**config.mk**
```make
export PLATFORM = sky130hd
export DESIGN_NAME = seq_detector_param
export DESIGN_NICKNAME = d
export VERILOG_FILES = /design/src/rtl/seq_det_pkg.sv /design/src/rtl/seq_det_sat_cnt.sv /design/src/rtl/seq_detector_param.sv
export SDC_FILE = /design/constraint.sdc
export NUM_CORES = 1
export LEC_CHECK = 0
export ABC_AREA = 1
export CAP_MARGIN = 20
export CELL_PAD_IN_SITES_DETAIL_PLACEMENT = 1
export CELL_PAD_IN_SITES_GLOBAL_PLACEMENT = 1
export CORE_ASPECT_RATIO = 0.8
export CORE_MARGIN = 2
export CORE_UTILIZATION = 34
export CTS_CLUSTER_SIZE = 14
export DETAILED_ROUTE_END_ITERATION = 7
export PLACE_DENSITY = 0.85
export SYNTH_ARGS = -nofsm -noshare
export SYNTH_HDL_FRONTEND = slang
export SYNTH_SLANG_ARGS = --single-unit
```
**constraint.sdc**
```tcl
create_clock -name clk -period 2.1 [get_ports clk]
set_input_delay 0.21 -clock clk [delete_from_list [all_inputs] [get_ports clk]]
set_output_delay 0.21 -clock clk [all_outputs]
set_load 0.02 [all_outputs]
```
**src/rtl/seq_det_pkg.sv**
```systemverilog
`default_nettype none
// ============================================================================
// Module   : seq_det_pkg
// Brief    : Shared types, reset defaults and helpers for seq_detector_param.
// Revision : 1.0 - initial release
// ============================================================================
package seq_det_pkg;

  // Control FSM: RUN is normal operation; FLUSH follows every cfg_load.
  typedef enum logic [0:0] {
    RUN   = 1'b0,
    FLUSH = 1'b1
  } ctrl_state_t;

  // Power-on pattern (right-aligned) and length: the legacy "0110" detector.
  localparam int unsigned DEF_PATTERN = 32'b0110;
  localparam int          DEF_LEN     = 4;

  // A pattern length is usable only when it lies in 1..max.
  function automatic logic len_legal(input int len, input int max);
    return (len >= 1) && (len <= max);
  endfunction

endpackage
`default_nettype wire

```
**src/rtl/seq_det_sat_cnt.sv**
```systemverilog
`default_nettype none
// ============================================================================
// Module   : seq_det_sat_cnt
// Brief    : Saturating up-counter; a clear wins over a simultaneous increment.
// Revision : 1.0 - initial release
// ============================================================================
module seq_det_sat_cnt #(
  parameter int CNT_W = 8
) (
  input  logic             clk,
  input  logic             reset,
  input  logic             inc,
  input  logic             clr,
  output logic [CNT_W-1:0] count
);

  // Count up to all-ones and hold there; clear has priority.
  always_ff @(posedge clk) begin
    if (reset) begin
      count <= '0;
    end else if (clr) begin
      count <= '0;
    end else if (inc && (count != {CNT_W{1'b1}})) begin
      count <= count + CNT_W'(1);
    end
  end

endmodule
`default_nettype wire

```
**src/rtl/seq_detector_param.sv**
```systemverilog
`default_nettype none
// ============================================================================
// Module   : seq_detector_param
// Brief    : Runtime-programmable serial pattern detector (1..MAX_LEN bits),
//            overlap/non-overlap selectable, registered match pulse and
//            saturating match counter.
// Revision : 1.0 - initial release
// ============================================================================
module seq_detector_param #(
  parameter int                 MAX_LEN     = 8,
  parameter int                 LEN_W       = 4,
  parameter int                 CNT_W       = 8,
  parameter logic [MAX_LEN-1:0] DEF_PATTERN = MAX_LEN'(seq_det_pkg::DEF_PATTERN),
  parameter int                 DEF_LEN     = seq_det_pkg::DEF_LEN
) (
  input  logic               clk,
  input  logic               reset,
  input  logic               x,
  input  logic               x_valid,
  input  logic               cfg_load,
  input  logic [MAX_LEN-1:0] cfg_pattern,
  input  logic [LEN_W-1:0]   cfg_len,
  input  logic               cfg_overlap,
  input  logic               cnt_clr,
  output logic               z,
  output logic [CNT_W-1:0]   match_count,
  output logic               cfg_err
);

  import seq_det_pkg::*;

  localparam logic [LEN_W-1:0] FILL_MAX = LEN_W'(MAX_LEN);

  ctrl_state_t        state_q, state_d;
  logic [MAX_LEN-1:0] pat_q;
  logic [LEN_W-1:0]   len_q;
  logic               ovl_q;
  logic [MAX_LEN-1:0] hist_q, hist_base, hist_d;
  logic [LEN_W-1:0]   fill_q, fill_base, fill_d;
  logic               match;
  logic               z_q;
  logic               err_q;
  logic [MAX_LEN-1:0] len_mask;
  logic               load_ok;

  // Only the low len bits of history and pattern take part in the compare.
  assign len_mask = ~({MAX_LEN{1'b1}} << len_q);
  assign load_ok  = len_legal(int'(cfg_len), MAX_LEN);

  // Control state register.
  always_ff @(posedge clk) begin
    if (reset) state_q <= RUN;
    else       state_q <= state_d;
  end

  // Next state, shifter/fill next values and the match decision.
  always_comb begin
    state_d   = state_q;
    hist_base = hist_q;
    fill_base = fill_q;
    hist_d    = hist_q;
    fill_d    = fill_q;
    match     = 1'b0;

    case (state_q)
      RUN:     if (cfg_load) state_d = FLUSH;
      FLUSH: begin
        // History is discarded here; a bit arriving now starts a fresh window.
        hist_base = '0;
        fill_base = '0;
        state_d   = cfg_load ? FLUSH : RUN;
      end
      default: state_d = RUN;
    endcase

    if (cfg_load) begin
      // Load wins over a same-cycle data bit.
      hist_d = '0;
      fill_d = '0;
    end else if (x_valid) begin
      hist_d = {hist_base[MAX_LEN-2:0], x};
      fill_d = (fill_base >= FILL_MAX) ? FILL_MAX : fill_base + LEN_W'(1);
      match  = (fill_d >= len_q) && (((hist_d ^ pat_q) & len_mask) == '0);
      // Non-overlap: the next match must be built from len fresh bits.
      if (match && !ovl_q) fill_d = '0;
    end else begin
      hist_d = hist_base;
      fill_d = fill_base;
    end
  end

  // Datapath, configuration and sticky error registers.
  always_ff @(posedge clk) begin
    if (reset) begin
      hist_q <= '0;
      fill_q <= '0;
      z_q    <= 1'b0;
      err_q  <= 1'b0;
      pat_q  <= DEF_PATTERN;
      len_q  <= LEN_W'(DEF_LEN);
      ovl_q  <= 1'b1;
    end else begin
      hist_q <= hist_d;
      fill_q <= fill_d;
      z_q    <= match;
      if (cfg_load) begin
        if (load_ok) begin
          pat_q <= cfg_pattern;
          len_q <= cfg_len;
          ovl_q <= cfg_overlap;
          err_q <= 1'b0;
        end else begin
          err_q <= 1'b1;
        end
      end
    end
  end

  seq_det_sat_cnt #(
    .CNT_W (CNT_W)
  ) u_cnt (
    .clk   (clk),
    .reset (reset),
    .inc   (match),
    .clr   (cnt_clr),
    .count (match_count)
  );

  assign z       = z_q;
  assign cfg_err = err_q;

endmodule
`default_nettype wire

```
==> metrics <==
Distinct cells, synth 26; H-tree lvl count 2; Tot Pwr 0.00144 W; clock buffer depth 2; Max-Cap Viols 0; Die ar. 5960 µm²; most frequent cell after synthesis nand2_1; #FFs+latches synth 35; Final ANT Viol Nets 0; gpl congestion 0.836; DRC 0; pin count of the biggest net entering global routing 17; area share of the largest cell type after synthesis 0.385; final count of hold timing violations 0; post-synthesis sequential area ratio 0.385; internal power of the cells 0.00104 W; Clock Skews 0.00410 ns; Startpoint Class flop; Relative slew margins 0.578; crit-path max FO 5; Layout area overhead 37.0%; status complete, but fails checks; combinational share of power 0.154; R2R Setup Slk -0.14 ns; Top Ports 29; Chip Width 85.8 µm; critical path endpoint category flop; CP required 2.33 ns; violated checks setup timing; Synth area leader dfxtp_1; Rows 23; pre-CTS WS -0.277 ns; VDD IR max 334 µV; Leakage 1.06 nW; Num Clock Sinks 35; Placed Cells 364; drt pass-1 iters 4; share of post-route cells with drive strength above 1 0.197; Tmin final 2.24 ns; fin area 2490 µm²; EDFF count, synth 0; Setup CP Type flop to flop; Initial Util 0.357; die height 69.5 µm; Routed WL 5540 µm; vias in the first global route 2,014; crit path to u_cnt.count[0]; Avg Inst Size Synth 6.79 µm²; top cells by area, synth dfxtp_1, nand2_1, inv_1; Via Count 1,913; Post-synth ARST share 0; Reg-to-Reg Start state_q; PortBufs 28; initial antenna violation count 0; Tot GR Track Use 0.205; nets 340; # diodes 0; Post-DP HPWL 4040 µm; Reg clk slew, reported paths 0.07 ns; number of vias per cell 5.09; PnR worst setup slack -0.143 ns; worst-skew pair later-pin latency 0.29 ns; final hold slack 0.484 ns; reg2reg path depth 14; Psw 0.000397 W; core area 5090 µm²; max-slew violation count 0; dpl cell area 2230 µm²; worst slew pin tran 0.631 ns; unrepaired setup endpoints after global routing true; Net Sw Frac 0.275; grt total ovfl 0; worst setup path start state_q; PwrDens 578 nW/µm²; Non-Filler Instances 376; post-synthesis cell count 268; Tcrit/Tclk final 1.07; Yosys warnings 0; power share of the clock group 0.353; sequential share of power 0.493; setup violators final 13; DR iter-0 viols 78; top post-synthesis cells by count nand2_1, inv_1, dfxtp_1; f_max 446 MHz; Worst Hold Class flop to flop; Arr. time, crit path 2.47 ns; CTS buffer count 5; Worst R2R End u_cnt.count[0]; TritonCTS clock tree built; global-route wire length before repair 9680 µm; Net Count, Synth 294; mapped cell area 1820 µm²; WL/cell 14.7 µm; root buffer cell clkbuf_8; ys flop type dfxtp_1
[cell type report]
| cell class | instances | area [µm²] |
|---|---|---|
| fill | 647 | 2600 |
| multi-input combinational | 188 | 1060 |
| sequential | 35 | 706 |
| timing repair buffer | 44 | 412 |
| inverter | 40 | 155 |
| clock buffer | 6 | 82.6 |
| tap | 62 | 77.6 |
| clock inverter | 1 | 5.00 |
[critical path: stages, from the launching register on]
cell	delay (ns)
dfxtp_4	0.38
nor2_4	0.15
ha_4	0.17
nand2_2	0.06
inv_2	0.06
nor3_2	0.04
ha_1	0.28
nand2_1	0.07
o21bai_1	0.15
o211ai_1	0.13
buf_4	0.16
nand4_1	0.19
nor2_2	0.19
nor2_1	0.05
nor2_1	0.10
[layer usage]
layer	track usage	share of wire	vias up
met4	0.0653	0.012	0
met5	0	0	-
met2	0.334	0.48	18
met3	0.0369	0.019	5
met1	0.275	0.49	929
li1	-	-	961
[logic make-up after synthesis]
group / count (synthesis) / synth area share
simple gates: 128 / 0.305
compound gates: 51 / 0.151
flops: 35 / 0.385
fa+ha+maj: 7 / 0.0481
buf+inv: 45 / 0.102
xor+xnor: 2 / 0.00962
[through the flow]
stage	util	TNS (ns)
2_1_floorplan	-	0
5_1_grt	0.490	-3.32
3_3_place_gp	0.437	-0.352
6_report	0.490	-1.11
4_1_cts	0.480	-0.970
3_5_place_dp	0.437	-2.62
[what timing repair did]
action,4_1_cts,5_1_grt
endpoints found under the setup margin,13,13
hold buffers,0,0
setup buffers,4,1
endpoints found under the hold margin,0,0
resized for setup,29,15
pin swaps,15,13
[power groups by stage]
stage	Clock, W	Sequential (W)	Combinational (W)
after CTS	0.000518	0.000709	0.000218
final	0.000509	0.000710	0.000222
after global placement	0	0.000722	0.000195
after floorplan	0	0.000721	0.000117
after global routing	0.000549	0.000713	0.000250
after detailed placement	0	0.000723	0.000206
[how the worst min path moves through the flow]
stage,from,to,slack (ns),cells past startpoint
2_1_floorplan,reset,state_q,0.28,1
3_3_place_gp,pat_q[3],pat_q[3],0.46,2
3_5_place_dp,pat_q[7],pat_q[7],0.48,2
4_1_cts,pat_q[3],pat_q[3],0.49,2
5_1_grt,pat_q[5],pat_q[5],0.50,2
6_report,pat_q[5],pat_q[5],0.48,2
[flip-flops by register name, summed over array words and instances, names as in the netlist]
signal and count:
pat_q 8, u_cnt.count 8, hist_q 7, fill_q 4
len_q 4, cfg_err 1, ovl_q 1, state_q 1
z 1
[placed cells by master, fill, tap and decap left out, types with 5 or more instances in the layout]
master and n:
nand3_1 20, nand2_1 50, inv_2 5, nor2_1 25, a21oi_1 23, inv_1 32
nand2_2 7, o21ai_0 18, buf_4 13, clkbuf_8 6, clkdlybuf4s50_1 28, dfxtp_1 33
nor2_2 5, nor2_4 5, nand3_2 6, o211ai_1 5, ha_1 5
No activity file was read; power rests on OpenSTA's default activity.
